## src/rtl/mprj_pad_cfg_seq.sv

```systemverilog
// Configuration sequencer for user GPIO pads: shadow/live config words with a
// glitch-safe hold/update/settle apply sequence and fixed-safe analog pads.
module mprj_pad_cfg_seq #(
    parameter int unsigned         NUM_PADS    = 38,
    parameter logic [NUM_PADS-1:0] ANALOG_MASK = '0,
    parameter int unsigned         HOLD_CYCLES = 4,
    parameter logic [11:0]         RESET_CFG   = 12'h403
) (
    input  logic                     clock,
    input  logic                     resetb,
    input  logic                     porb,
    input  logic                     cfg_valid,
    output logic                     cfg_ready,
    input  logic [5:0]               cfg_addr,
    input  logic [11:0]              cfg_data,
    output logic                     cfg_err,
    input  logic                     apply_req,
    output logic                     apply_busy,
    output logic                     apply_done,
    output logic [12*NUM_PADS-1:0]   pad_cfg,
    output logic [NUM_PADS-1:0]      pad_hold_n,
    output logic [NUM_PADS-1:0]      pad_enh
);

    localparam logic [11:0] ANALOG_CFG = 12'h010;
    localparam logic [63:0] MASK64     = 64'(ANALOG_MASK);
    localparam logic [7:0]  HOLD_LAST  = 8'(HOLD_CYCLES - 1);

    typedef enum logic [2:0] {IDLE, PEND, FREEZE, UPDATE, SETTLE, DONE} state_t;

    state_t              state, state_d;
    logic [7:0]          cnt, cnt_d;
    logic                porb_m, porb_s;
    logic [NUM_PADS-1:0] dirty, frozen, frozen_d, wr_mask, pending;
    logic [11:0]         shadow [NUM_PADS];
    logic [11:0]         live   [NUM_PADS];
    logic                wr_acc, wr_bad, upd, hold_phase;

    always_comb begin
        wr_acc  = cfg_valid & cfg_ready;
        wr_bad  = ({1'b0, cfg_addr} >= 7'(NUM_PADS)) || MASK64[cfg_addr];
        wr_mask = '0;
        for (int unsigned i = 0; i < NUM_PADS; i++)
            wr_mask[i] = wr_acc && !wr_bad && (cfg_addr == 6'(i));
        // a write in the same cycle as the request joins this apply
        pending    = dirty | wr_mask;
        hold_phase = (state == FREEZE) || (state == UPDATE) || (state == SETTLE);
    end

    always_comb begin
        state_d  = state;
        cnt_d    = '0;
        frozen_d = frozen;
        case (state)
            IDLE: if (apply_req) begin
                if (pending == '0) state_d = DONE;
                else if (porb_s) begin
                    state_d  = FREEZE;
                    frozen_d = pending;
                end else state_d = PEND;
            end
            PEND: if (porb_s) begin
                if (pending == '0) state_d = DONE;
                else begin
                    state_d  = FREEZE;
                    frozen_d = pending;
                end
            end
            FREEZE: if (cnt == HOLD_LAST) state_d = UPDATE;
                    else cnt_d = cnt + 8'd1;
            UPDATE: state_d = SETTLE;
            SETTLE: if (cnt == HOLD_LAST) state_d = DONE;
                    else cnt_d = cnt + 8'd1;
            DONE:   state_d = IDLE;
            default: state_d = IDLE;
        endcase
    end

    always_ff @(posedge clock or negedge resetb) begin
        if (!resetb) begin
            state      <= IDLE;
            cnt        <= '0;
            frozen     <= '0;
            porb_m     <= 1'b0;
            porb_s     <= 1'b0;
            cfg_ready  <= 1'b0;
            cfg_err    <= 1'b0;
            apply_busy <= 1'b0;
            apply_done <= 1'b0;
            pad_hold_n <= '1;
            upd        <= 1'b0;
        end else begin
            state      <= state_d;
            cnt        <= cnt_d;
            frozen     <= frozen_d;
            porb_m     <= porb;
            porb_s     <= porb_m;
            cfg_ready  <= (state_d == IDLE) || (state_d == PEND);
            cfg_err    <= wr_acc & wr_bad;
            apply_busy <= (state_d != IDLE);
            apply_done <= (state == DONE);
            pad_hold_n <= ~(frozen & {NUM_PADS{hold_phase}});
            upd        <= (state == UPDATE);
        end
    end

    // Outputs are registered one cycle behind the state, so the live copy is
    // written on the edge after UPDATE to stay aligned with the hold outputs.
    always_ff @(posedge clock or negedge resetb) begin
        if (!resetb) begin
            dirty <= '0;
            for (int unsigned i = 0; i < NUM_PADS; i++) begin
                shadow[i] <= ANALOG_MASK[i] ? ANALOG_CFG : RESET_CFG;
                live[i]   <= ANALOG_MASK[i] ? ANALOG_CFG : RESET_CFG;
            end
        end else begin
            for (int unsigned i = 0; i < NUM_PADS; i++) begin
                if (ANALOG_MASK[i]) begin
                    live[i] <= ANALOG_CFG;
                end else if (wr_mask[i]) begin
                    shadow[i] <= cfg_data;
                    dirty[i]  <= 1'b1;
                end else if (upd && dirty[i]) begin
                    live[i]  <= shadow[i];
                    dirty[i] <= 1'b0;
                end
            end
        end
    end

    always_comb begin
        pad_cfg = '0;
        for (int unsigned i = 0; i < NUM_PADS; i++)
            pad_cfg[12*i +: 12] = live[i];
    end

    assign pad_enh = {NUM_PADS{porb_s}} & ~ANALOG_MASK;

endmodule

```

## config.mk

```make
export PLATFORM = sky130hd
export DESIGN_NAME = mprj_pad_cfg_seq
export DESIGN_NICKNAME = d
export VERILOG_FILES = /design/src/rtl/mprj_pad_cfg_seq.sv
export SDC_FILE = /design/constraint.sdc
export NUM_CORES = 1
export LEC_CHECK = 0
export ABC_AREA = 1
export BUFFER_PORTS_ARGS = -buffer_cell sky130_fd_sc_hd__buf_4
export CAP_MARGIN = 20
export CORE_MARGIN = 1
export CORE_UTILIZATION = 45
export DETAILED_ROUTE_END_ITERATION = 10
export PLACE_DENSITY_LB_ADDON = 0.08
export SLEW_MARGIN = 40
export SYNTH_ARGS = -nofsm -noshare
export SYNTH_HDL_FRONTEND = slang
export SYNTH_SLANG_ARGS = --single-unit
```

## constraint.sdc

```tcl
create_clock -name clock -period 3.6 [get_ports clock]
set_input_delay 1.08 -clock clock [delete_from_list [all_inputs] [get_ports clock]]
set_output_delay 1.08 -clock clock [all_outputs]
set_load 0.05 [all_outputs]
```

* Yosys cells after proc, flatten, opt, wreduce, memory -nomap -nowiden *
Memories as Yosys holds them, arrays and structs flattened.
Index checks and enable logic that the tools add are counted.

storage, ports and cells
  output and inout port bits = 536
  bits of input ports = 23
  latch bits = 0
  logic and storage cells = 480
  bits in writable memories = 0
  ROM bits = 64
  memories = 1
  register bits = 1044

cells by class
  div/mod/pow operators = 0
  reductions and logical operators = 166
  bitwise gates (word level) = 43
  $mul = 0
  order comparisons = 2
  $add $sub $neg = 1
  shifts and indexed selects = 0
  equal/unequal tests = 49
  muxes and demuxes = 93

memory list
  memory            depth  width  rd ports  clocked after memory_dff  write ports  RTL line  RTL
  (name not given)  64     1      1         0                         0            41        wr_bad = ({1'b0, cfg_addr} >= 7'(NUM_PADS)) || MASK64[cfg_addr];

operators with widths
  operator                                                               number
  38-bit 2-to-1 mux                                                      5
  6-bit by 5-bit == test with 1-bit output (second input constant)       16
  2-bit nonzero test                                                     39
  1-bit logical AND                                                      77
  1-bit 2-to-1 mux                                                       77
  38-bit one-hot mux with 2 select lines                                 1
  2-bit AND reduction                                                    38
  6-bit by 4-bit == test with 1-bit output (second input constant)       8
  38-bit AND                                                             1
  38-bit logical NOT                                                     1
  1-bit inverter                                                         38
  38-bit inverter                                                        1
  38-bit bitwise OR                                                      1
  6-bit == test (second input constant)                                  6
  6-bit by 3-bit == test with 1-bit output (second input constant)       4
  3-bit 2-to-1 mux                                                       6
  8-bit 2-to-1 mux                                                       2
  3-bit one-hot mux with 5 select lines                                  1
  6-bit by 2-bit == test with 1-bit output (second input constant)       2
  2-bit != test (second input constant)                                  5
  8-bit by 1-bit adder with 8-bit output (second input constant)         1
  8-bit by 2-bit == test with 1-bit output (second input constant)       1
  6-bit by 7-bit < comparator with 1-bit output (second input constant)  1
  3-bit by 1-bit == test with 1-bit output (second input constant)       2
  13 further kinds                                                       20

* Longest topological paths before layout *
Gate-level depths: netlist of the first run.

  depth in word-level cells = 13
  mapped depth = 17

* Worst setup path before layout of the first run *
OpenSTA, ideal clock, no wires.

  kind = input port to flip-flop
  start point = in cfg_addr[4]
  end point = reg frozen[15]
  arrival = 2.618 ns
  path buffers = 3
  required time = 3.475 ns
  library setup time = 0.125 ns
  stages = 15
  slack = 0.857 ns
  cells stage by stage = nor2_1 nand2_2 nand2_4 nand2_8 buf_6 nor3_1 nor2_1 nand4_1 nor2_1 nand3_2 nand2_2 buf_6 buf_8 nand2_2 o21ai_2

on the way
  cells in the longest elaborated chain, start to end = 11
  elaborated cells on any way between the ends = 93
  those cells by class = order compare: 1; eq/ne: 39; mux: 7; bitwise: 1; reduce/logical: 44; memory: 1

RTL lines
  element                                                     RTL line  RTL
  start: declaration                                          14        input logic [5:0] cfg_addr,
  memory 64 x 1 bit                                           -
  1-bit 2-to-1 mux (implied by the code)                      41
  1-bit logical OR                                            41
  1-bit logical NOT                                           44        wr_mask[i] = wr_acc && !wr_bad && (cfg_addr == 6'(i));
  1-bit logical AND (2 in series)                             44
  38-bit bitwise OR *                                         46        pending = dirty | wr_mask;
  branches (longest 4 deep; another with 38-bit logical NOT)  -
  end signal: assignment                                      95        frozen <= frozen_d;
  end: declaration                                            34        logic [NUM_PADS-1:0] dirty, frozen, frozen_d, wr_mask, pending;

Every way passes the cells marked *. The select of a mux whose other input is x is not followed.
A chain may end at the register's enable or synchronous reset.

* Final worst setup path of the first run *
  start point = in cfg_valid
  end point = reg frozen[8]

on the way
  cells in the longest elaborated chain, start to end = 8
  elaborated cells on any way between the ends = 51
  those cells by class = eq/ne: 2; mux: 6; bitwise: 2; reduce/logical: 41

RTL lines
  element                                                     RTL line  RTL
  start: declaration                                          12        input logic cfg_valid,
  1-bit AND *                                                 40        wr_acc = cfg_valid & cfg_ready;
  1-bit logical AND *                                         44
  1-bit logical AND                                           44
  38-bit bitwise OR *                                         46
  branches (longest 4 deep; another with 38-bit logical NOT)  -

Marked as above.

==> results of run 1 <==
through the flow:
stage	instances	area, µm²	setup WS [ps]	hold slack, ps
finish	6020	49400	722	345
global route	6018	49400	506	367
CTS	6018	49400	808	349
detailed placement	5811	45800	82.5	338
global placement	5811	45800	125	336
floorplan	4178	39800	857	331
sequential cells by signal (all words and copies together) (netlist names):
name / count
porb_s: 1
apply_busy: 1
porb_m: 1
pad_cfg: 456
shadow: 456
cfg_err: 1
cnt: 8
state: 3
frozen: 38
apply_done: 1
cfg_ready: 1
pad_hold_n: 38
upd: 1
dirty: 38
layout by cell type (no fill, tap or decap), drive strengths merged, types with 2 or more instances in the layout:
cell	netlist	layout
clkinv	0	25
nand2	1548	1548
bufinv	0	4
nand3	61	61
clkbuf	194	176
dfstp	266	266
buf	67	739
inv	344	346
nand4	6	6
o21bai	11	11
nor3	12	12
dfrtp	778	778
nor4	3	3
nor2	160	160
a21oi	6	6
diode	0	2
o21ai	717	717
power breakdown:
part	switching, W	internal [W]
clock network	0.00463	0.00666
registers	0.00148	0.0145
logic	0.00795	0.00302
metal layers:
metal,GRT usage (%),up-vias,share of wire (%)
met2,42.8,785,47
met4,6.80,10,2.2
li1,-,14181,-
met3,6.21,150,6.5
met5,0,-,0.050
met1,37.9,14323,45
worst min path at each step:
| stage | start | to | cells after the start |
|---|---|---|---|
| after global routing | porb_m | porb_s | 0 |
| after floorplan | porb_m | porb_s | 0 |
| after CTS | porb_m | porb_s | 0 |
| final | porb_m | porb_s | 0 |
| after detailed placement | porb_m | porb_s | 0 |
| after global placement | porb_m | porb_s | 0 |
layout make-up:
cell class | instances | share of cell area [%]
multi-input combinational | 2529 | 21.9
timing repair buffer | 739 | 11.6
inverter | 344 | 2.61
sequential | 1044 | 53.5
tap | 1155 | 2.92
antenna | 2 | 0.0101
clock buffer | 176 | 6.80
clock inverter | 31 | 0.577
logic make-up after synthesis:
family | after synthesis | share of synthesized area, %
adders and majority gates | 1 | 0.0315
xor gates and xnor gates | 1 | 0.0220
and+or+nand+nor | 1792 | 17.6
buffers and inverters | 605 | 6.31
AOI/OAI and AO/OA | 735 | 9.47
DFF | 1044 | 66.5
==> impl_results.md, run 1 <==
* Syn Inst Count at about 4.2k
* Maximum clock rate at about 350 MHz
* Fin nets at 4791
* Clock Sinks at about 1.0k
* Core area at 87200 µm²
* Sum of negative setup slack at 0 ps
* Synth area leaders: dfrtp_1 49%, dfstp_2 18%, nand2_1 14%
* Synth Flop Type: dfrtp_1
* Final Wtd Congestion at about 0.9
* Reg-to-Reg Start: cfg_ready
* Fin crit share at ~80%
* Hold Path Class: flip-flop to flip-flop
* Die Area at between 80000 and 90000 µm²
* Vias in the first global route at 28.7k
* R2R depth at 14
* Worst R2R Setup Slack at ~770 ps
* Root buffer cell: clkbuf_16
* Critical path destination: frozen[8]
* Detailed-router iteration count before antenna repair at 6
* Max stage delay cell, worst path: nand2_8
* Max-cap violations at 0
* Clk_skew at a little under 30 ps
* Antenna viol nets, final at 0
* Register area share after synthesis at approximately 67%
* Final Max Tran Viols at 0
* Share of layout cells above drive strength 1 at between 20% and 30%
* Number of gates resized after CTS at 0
* Total chip power at ~0.038 W
* Synth cell count leaders: 1533 x nand2_1, 778 x dfrtp_1, 687 x o21ai_0
* Largest net degree at the start of global routing at between 90 and 100
* Buf/Inv on CP at 3
* Fillcell total at between 7k and 8k
* DIE WIDTH at 299 µm
* Critical path startpoint: cfg_valid
* Synth warn at 0
* Register area at between 20000 and 30000 µm²
* Post-synth ARST share at 100%
* Startpoint class of the critical path: input pin
* Data required, critical path at 4190 ps
* Top-count cell post-synth: nand2_1
* Area Overhead vs Synth at 24.3%
* Worst-Skew Late Latency at a little under 700 ps
* Crit path cell chain: buf_4 > nand2_1 > inv_2 > nand2_8 > nor2_1 > nor2_1 > nand2_1 > nor2_1 > nand2_1 > nor2_1 > nand3_2 > nand2_4 > buf_4 > nand2_1 > o21ai_1
* Area of the multi-input gates at around 11000 µm²
* Yosys cell types at 34
* TritonCTS clock tree: yes
* First-pass GRT wire length at between 150000 and 200000 µm
* CP Class: input pin to flip-flop
* Final Hold Viols at 0
* Clock period minus worst slack at ~2900 ps
* Post-Syn Area at between 30000 and 40000 µm²
* GRT Total Usage at between 20% and 30%
* HPWL after DPL at 82000 µm
* Final setup viols at 0
* Post-layout util at a little under three fifths
* I/O Buffers at 558
* Initial core utilization at a little under half
* Yosys top cell by area: dfrtp_1
* Row count at between 100 and 150
* Residual DRC count at 0
* Clock transition at the registers of the reported paths at roughly 60 ps
* Via count at approximately 29k
* Worst-Margin Slew at ~670 ps
* Crit path max-delay family: simple AND/OR/NAND/NOR gates
* Drt wl/cell at 20.0 µm
* Critical path capture point type: flip-flop
* WP depth at 15
* Synth top area share at 48.9%
* Post-CTS setup buffer count at 0
* Slowest stage delay, CP at 360 ps
* RSZ-0062 raised after global routing: false
* H-tree depth at 3
* Syn_area_per_cell at approximately 9.5 µm²
* Routed WL at around 120000 µm
* Yosys reg bits at between 1k and 1.5k
* Grt ovf at 0
* Clock tree buffer depth at 3
* Total CTS buffers at between 100 and 150
* Max-slew headroom at approximately 55%
* Cts hold-fix bufs at 0
* Crit path DAT at 3470 ps
* FF-to-FF End: frozen[8]
* Critical path fanouts, max at 51
* Leak at ~25 nW
* Drt initial violations at about 2.2k
* PD cells at just under 800 nW/µm²
* Count of boundary I/O pins at ~560
* Antenna violations before repair at 7
* Vias per inst at around 5
* Peak VDD IR at ~0.00052 V
* Post-synth EDFFs at 0
* Syn_nets at ~4.2k
* Die Span Y at roughly 300 µm
* Outcome: finished clean
(Power assumes the default switching activity.)
==> run 2, diff against run 1 <==
==> constraint.sdc (replaced) <==
create_clock -name clock -period 2.8 [get_ports clock]
set_input_delay 0.84 -clock clock [delete_from_list [all_inputs] [get_ports clock]]
set_output_delay 0.84 -clock clock [all_outputs]
set_load 0.05 [all_outputs]
==> run 2 against run 1 <==
Via count is 1.0% higher. Register-to-register slack worse by 560 ps. Clock-buffer cell count is 7 lower. Sequential cell count stayed put. Die area stayed put. Cell area is 2.2% higher. Utilization is 1.2 points higher. Critical path type is now flip-flop to flip-flop. Critical endpoint is now apply_busy. Largest power group unchanged.
==> impl_results.md, run 2 (synthesized netlist as in run 1, its figures left out) <==
* Outcome: finished clean (unchanged)
* CP Class: flip-flop to flip-flop (was input pin to flip-flop)
* Total CTS buffers at 108 (was 109)
* Detailed-router iteration count before antenna repair at 6 (unchanged)
* Via count at 29.7k (was 29.4k)
* DIE WIDTH at 299 µm (unchanged)
* P_sw at 0.0182 W (was 0.0141 W)
* Drt initial violations at 2268 (was 2246)
* WP depth at 15 (unchanged)
* Post-route insts no fill at 6089 (was 6020)
* Vias per inst at 4.88 (was 4.89)
* Largest net degree at the start of global routing at 109 (was 95)
* Core area at 87200 µm² (unchanged)
* Combinational Power Share at 28.6% (was 28.7%)
* P_int at 0.0317 W (was 0.0241 W)
* Post-CTS setup buffer count at 0 (unchanged)
* Area Overhead vs Synth at 27.0% (was 24.3%)
* Crit path DAT at 3120 ps (was 3470 ps)
* Worst-Margin Slew at 653 ps (was 673 ps)
* Die Area at 89600 µm² (unchanged)
* Row count at 108 (unchanged)
* Dpl cells at 5881 (was 5811)
* PD cells at 988 nW/µm² (was 773 nW/µm²)
* Vias in the first global route at 28.7k (about the same)
* Antenna violations before repair at 9 (was 7)
* Worst-Skew Late Latency at 670 ps (was 680 ps)
* Count of boundary I/O pins at 559 (unchanged)
* Crit path cell chain: nand2_1 > inv_2 > nand2_8 > nor2_1 > nor2_2 > nand2_1 > nor2_1 > nand2_1 > nor2_1 > nand3_2 > nand2_4 > buf_12 > nand2_2 > nor2_4 > nand2_1 (was buf_4 > nand2_1 > inv_2 > nand2_8 > nor2_1 > nor2_1 > nand2_1 > nor2_1 > nand2_1 > nor2_1 > nand3_2 > nand2_4 > buf_4 > nand2_1 > o21ai_1)
* Cts hold-fix bufs at 0 (unchanged)
* Share of power burned in registers at 41.1% (was 41.8%)
* Antenna viol nets, final at 0 (unchanged)
* Crit path max-delay family: simple AND/OR/NAND/NOR gates (unchanged)
* Commonest non-fill, non-tap cell in the layout: nand2_1 (unchanged)
* Place WS at -235 ps (was 82.5 ps)
* Routed WL at 119000 µm (was 120000 µm)
* Fin crit share at 92.5%
* Maximum clock rate at about 390 MHz
* First-pass GRT wire length at 181000 µm (was 182000 µm)
* Final Hold Viols at 0 (unchanged)
* RSZ-0062 raised after global routing: false (unchanged)
* Fin nets at 4860 (was 4791)
* Commonest non-fill, non-tap cells in the layout: 1532 x nand2_1, 777 x dfrtp_1, 759 x buf_4 (was 1532 x nand2_1, 777 x dfrtp_1, 722 x buf_4)
* Peak VDD IR at 0.000713 V (was 0.000519 V)
* Buf/Inv on CP at 2 (was 3)
* Die Span Y at 299 µm (unchanged)
* Max stage delay cell, worst path: dfrtp_1 (was nand2_8)
* Share of layout cells above drive strength 1 at 26.7% (was 25.7%)
* HPWL after DPL at 82500 µm (was 82000 µm)
* Setup slack after layout at 210 ps (was 722 ps)
* GRT Total Usage at 26.7% (was 27.1%)
* H-tree depth at 3 (unchanged)
* Final Max Tran Viols at 0 (unchanged)
* Final Wtd Congestion at 0.892 (was 0.879)
* Hold Path Class: input pin to async pin (was flip-flop to flip-flop)
* Drt wl/cell at 19.5 µm (was 20.0 µm)
* Startpoint class of the critical path: flip-flop (was input pin)
* Final setup viols at 0 (unchanged)
* TritonCTS clock tree: yes (unchanged)
* Critical path capture point type: flip-flop (unchanged)
* Max-slew headroom at 56.5% (was 55.1%)
* Max-cap violations at 0 (unchanged)
* Number of gates resized after CTS at 0 (unchanged)
* Critical path fanouts, max at 43 (was 51)
* I/O Buffers at 558 (unchanged)
* Most common cell on crit path: nand2_1
* Data required, critical path at 3330 ps (was 4190 ps)
* Clock period minus worst slack at 2590 ps
* Clock share of power at 30.2% (was 29.6%)
* Residual DRC count at 0 (unchanged)
* Clk_skew at 25.9 ps (was 29.6 ps)
* Clock transition at the registers of the reported paths at 60 ps (about the same)
* Clock tree buffer depth at 3 (unchanged)
* R2R depth at 15 (was 14)
* Grt ovf at 0 (unchanged)
* Slowest stage delay, CP at 440 ps (was 360 ps)
* Root buffer cell: clkbuf_16 (unchanged)
* Leak at 25.8 nW (was 25.2 nW)
* Clock Sinks at 1044 (unchanged)
* Sw frac at 36.5% (was 36.8%)
* Initial core utilization at 45.6% (unchanged)
-- run 2: worst paths after layout --
| path | from | endpoint | slack [ps] |
|---|---|---|---|
| min in group clock | porb | porb_m | 300 |
| max | cfg_ready | apply_busy | 210 |
| min reg2reg | porb_m | porb_s | 350 |
| max reg2reg | cfg_ready | apply_busy | 210 |
| max in group asynchronous | resetb | shadow[287] | 1840 |
| min | resetb | pad_cfg[425] | 30 |
-- run 2: area by class of cell --
type | instances | area (µm²)
sequential | 1044 | 26500
inverter | 344 | 1290
clock inverter | 37 | 553
antenna | 2 | 5.00
clock buffer | 169 | 3230
fill | 7833 | 36700
timing repair buffer | 809 | 6690
multi-input combinational | 2529 | 10800
tap | 1155 | 1450
-- run 2: layer usage --
metal,vias up,routed length (µm),track usage [%]
li1,14321,-,-
met3,160,7660,5.58
met5,-,68,0
met2,821,55300,41.8
met4,10,3010,7.14
met1,14431,52900,38.0
-- run 2: worst reg2reg max path, delay by kind of cell, from the launching register on --
| family | cells | cell delay [ps] |
|---|---|---|
| simple gates | 13 | 1770 |
| flops | 1 | 440 |
| buf+inv | 2 | 250 |
-- run 2: power groups by stage --
stage	Sequential [W]	Combinational, W	Clock, W
2_1_floorplan	0.0260	0.00347	0
3_3_place_gp	0.0208	0.0142	0
3_5_place_dp	0.0208	0.0144	0
4_1_cts	0.0206	0.0144	0.0154
5_1_grt	0.0208	0.0153	0.0160
6_report	0.0205	0.0143	0.0151
-- run 2: per-stage QoR --
| step | utilization (%) | power, W | setup TNS, ps | cell area (µm²) | hold WS [ps] |
|---|---|---|---|---|---|
| detailed placement | 53.6 | 0.0352 | -8910 | 46700 | 337 |
| finish | 57.9 | 0.0499 | 0 | 50500 | 26.8 |
| floorplan | - | 0.0295 | 0 | 39800 | 331 |
| global route | 57.9 | 0.0521 | 0 | 50500 | 10.7 |
| global placement | 53.6 | 0.0350 | -8500 | 46700 | 335 |
| CTS | 57.9 | 0.0504 | 0 | 50500 | 0.387 |
==> run 3, diff against run 2 <==
--- a/config.mk
+++ b/config.mk
@@ -7,10 +7,10 @@
 export LEC_CHECK = 0
 export ABC_AREA = 1
 export BUFFER_PORTS_ARGS = -buffer_cell sky130_fd_sc_hd__buf_4
-export CAP_MARGIN = 20
 export CORE_MARGIN = 1
-export CORE_UTILIZATION = 45
+export CORE_UTILIZATION = 46
 export DETAILED_ROUTE_END_ITERATION = 10
+export MAX_ROUTING_LAYER = met4
 export PLACE_DENSITY_LB_ADDON = 0.08
 export SLEW_MARGIN = 40
 export SYNTH_ARGS = -nofsm -noshare
==> run 3 against run 2 <==
Cell area is 0.47% lower. Combinational power hardly changed. Via count grew 0.44%. Non-clock buffer count rose by 4. Sequential share of layout area increased by 0.25 points. Cell count barely moved. Utilization up 0.90 points. Clock skew grew 4.1 ps. Critical path depth fell by 4. Sequential power is essentially flat. First-iteration DRC count is 2.9% lower. Largest power group unchanged.
==> impl_results.md, run 3 (synthesized netlist as in run 1, its figures left out) <==
* Critical path capture point type: flip-flop (unchanged)
* Largest net degree at the start of global routing at 88 (was 109)
* Post-CTS setup buffer count at 0 (unchanged)
* I/O Buffers at 558 (unchanged)
* Clk_skew at 30.0 ps (was 25.9 ps)
* Area Overhead vs Synth at 26.4% (was 27.0%)
* Die Span Y at 296 µm (was 299 µm)
* Residual DRC count at 0 (unchanged)
* Max-slew headroom at 39.6% (was 56.5%)
* Startpoint class of the critical path: flip-flop (unchanged)
* Max-cap violations at 0 (unchanged)
* Antenna viol nets, final at 0 (unchanged)
* Root buffer cell: clkbuf_16 (unchanged)
* Row count at 107 (was 108)
* Die Area at 87600 µm² (was 89600 µm²)
* Leak at 25.7 nW (was 25.8 nW)
* Worst-Margin Slew at 897 ps (was 653 ps)
* R2R depth at 11 (was 15)
* Final setup viols at 0 (unchanged)
* Fin crit share at 98.8% (was 92.5%)
* Critical path fanouts, max at 12 (was 43)
* TritonCTS clock tree: yes (unchanged)
* Post-route design area at 50300 µm² (was 50500 µm²)
* Worst-Skew Late Latency at 670 ps (about the same)
* Drt initial violations at 2203 (was 2268)
* Drt wl/cell at 19.6 µm (was 19.5 µm)
* Routed WL at 119000 µm (about the same)
* Reg-to-Reg Start: cfg_ready (unchanged)
* CP Class: flip-flop to flip-flop (unchanged)
* Clock transition at the registers of the reported paths at 60 ps (about the same)
* Final Hold Viols at 0 (unchanged)
* Clock tree buffer depth at 3 (unchanged)
* WP depth at 11 (was 15)
* Critical path startpoint: cfg_ready (unchanged)
* Total CTS buffers at 108 (unchanged)
* H-tree depth at 3 (unchanged)
* Worst R2R Setup Slack at 30 ps (was 210 ps)
* RSZ-0062 raised after global routing: false (unchanged)
* Final Max Tran Viols at 0 (unchanged)
* GRT Total Usage at 28.1% (was 26.7%)
* Final Wtd Congestion at 0.901 (was 0.892)
* Crit path DAT at 3310 ps (was 3120 ps)
* Detailed-router iteration count before antenna repair at 6 (unchanged)
* Buf/Inv on CP at 5 (was 2)
* Clock Sinks at 1044 (unchanged)
* Slowest stage delay, CP at 690 ps (was 440 ps)
* Area after DPL at 46600 µm² (was 46700 µm²)
* Cts hold-fix bufs at 0 (unchanged)
* Commonest non-fill, non-tap cells in the layout: 1532 x nand2_1, 777 x dfrtp_1, 771 x buf_4 (was 1532 x nand2_1, 777 x dfrtp_1, 759 x buf_4)
* First-pass GRT wire length at 178000 µm (was 181000 µm)
* Hold Path Class: input pin to async pin (unchanged)
* Grt ovf at 0 (unchanged)
* Most common cell on crit path: nand2_1 (unchanged)
* Share of layout cells above drive strength 1 at 26.8% (was 26.7%)
* Commonest non-fill, non-tap cell in the layout: nand2_1 (unchanged)
* Post-layout util at 58.8% (was 57.9%)
* HPWL after DPL at 82800 µm (was 82500 µm)
* Maximum clock rate at 361 MHz (was 386 MHz)
* DIE WIDTH at 296 µm (was 299 µm)
* Count of boundary I/O pins at 559 (unchanged)
* Outcome: finished clean (unchanged)
* Clock period minus worst slack at 2770 ps (was 2590 ps)
* PD cells at 980 nW/µm² (was 988 nW/µm²)
* Vias per inst at 4.91 (was 4.88)
* Peak VDD IR at 0.000680 V (was 0.000713 V)
* Crit path max-delay family: simple AND/OR/NAND/NOR gates (unchanged)
* Fillcell total at 7564 (was 7833)
* Via count at 29.9k (was 29.7k)
* Core area at 85400 µm² (was 87200 µm²)
* Data required, critical path at 3340 ps (was 3330 ps)
* Crit path cell chain: nand2_1 > inv_2 > nand2_8 > buf_4 > nor4_1 > buf_4 > inv_1 > nand3_1 > inv_1 > nand2_1 > nand2_1 (was nand2_1 > inv_2 > nand2_8 > nor2_1 > nor2_2 > nand2_1 > nor2_1 > nand2_1 > nor2_1 > nand3_2 > nand2_4 > buf_12 > nand2_2 > nor2_4 > nand2_1)
* Number of gates resized after CTS at 0 (unchanged)
* FF-to-FF End: pad_cfg[141] (was apply_busy)
* Initial core utilization at 46.6% (was 45.6%)
* Antenna violations before repair at 12 (was 9)
* Critical path destination: pad_cfg[141] (was apply_busy)
* Vias in the first global route at 28.7k (about the same)
* Sum of negative setup slack at 0 ps (unchanged)
* Fin nets at 4864 (was 4860)
* Max stage delay cell, worst path: nor4_1 (was dfrtp_1)
-- run 3: cell count changes in the layout (fill, tap and decap cells not counted), moves of 3 or more --
cell | previous run | this run
diode_2 | 2 | 10
buf_12 | 49 | 41
clkinv_2 | 18 | 26
buf_4 | 759 | 771
bufinv_16 | 11 | 8
-- run 3: area by class of cell --
cell class                      instances  area [µm²]  area share, %
Clock inverter                         39         429          0.854
Inverter                              344        1290           2.57
Tap cell                             1144        1430           2.85
Timing Repair Buffer                  813        6620           13.2
Clock buffer                          164        3170           6.32
Multi-Input combinational cell       2529       10800           21.5
Sequential cell                      1044       26500           52.6
Antenna cell                           10        25.0         0.0498
-- run 3: worst min path at each step --
stage,to,slack (ps),cells after the start
4_1_cts,pad_cfg[423],110,1
5_1_grt,pad_cfg[423],120,1
6_report,pad_cfg[423],130,1
3_3_place_gp,porb_s,340,0
3_5_place_dp,porb_s,350,0
2_1_floorplan,porb_s,330,0
-- run 3: layer usage --
metal  GRT usage [%]  wire, µm
met1            38.0     52200
met2            43.3     56000
met3            5.30      7460
met4            8.52      3410
met5               -         0
-- run 3: power by group --
part / internal, W / switching, W / total [W]
Clock: 0.00854 / 0.00588 / 0.0144
Sequential: 0.0186 / 0.00201 / 0.0206
Combinational: 0.00406 / 0.0102 / 0.0142
-- run 3: through the flow --
step	power, W	hold slack [ps]	setup WS, ps	cells
after floorplan	0.0295	331	297	4178
final	0.0493	128	32.7	6087
after global routing	0.0515	116	15.3	6087
after detailed placement	0.0351	346	-268	5874
after global placement	0.0350	337	-285	5874
after CTS	0.0497	105	208	6077
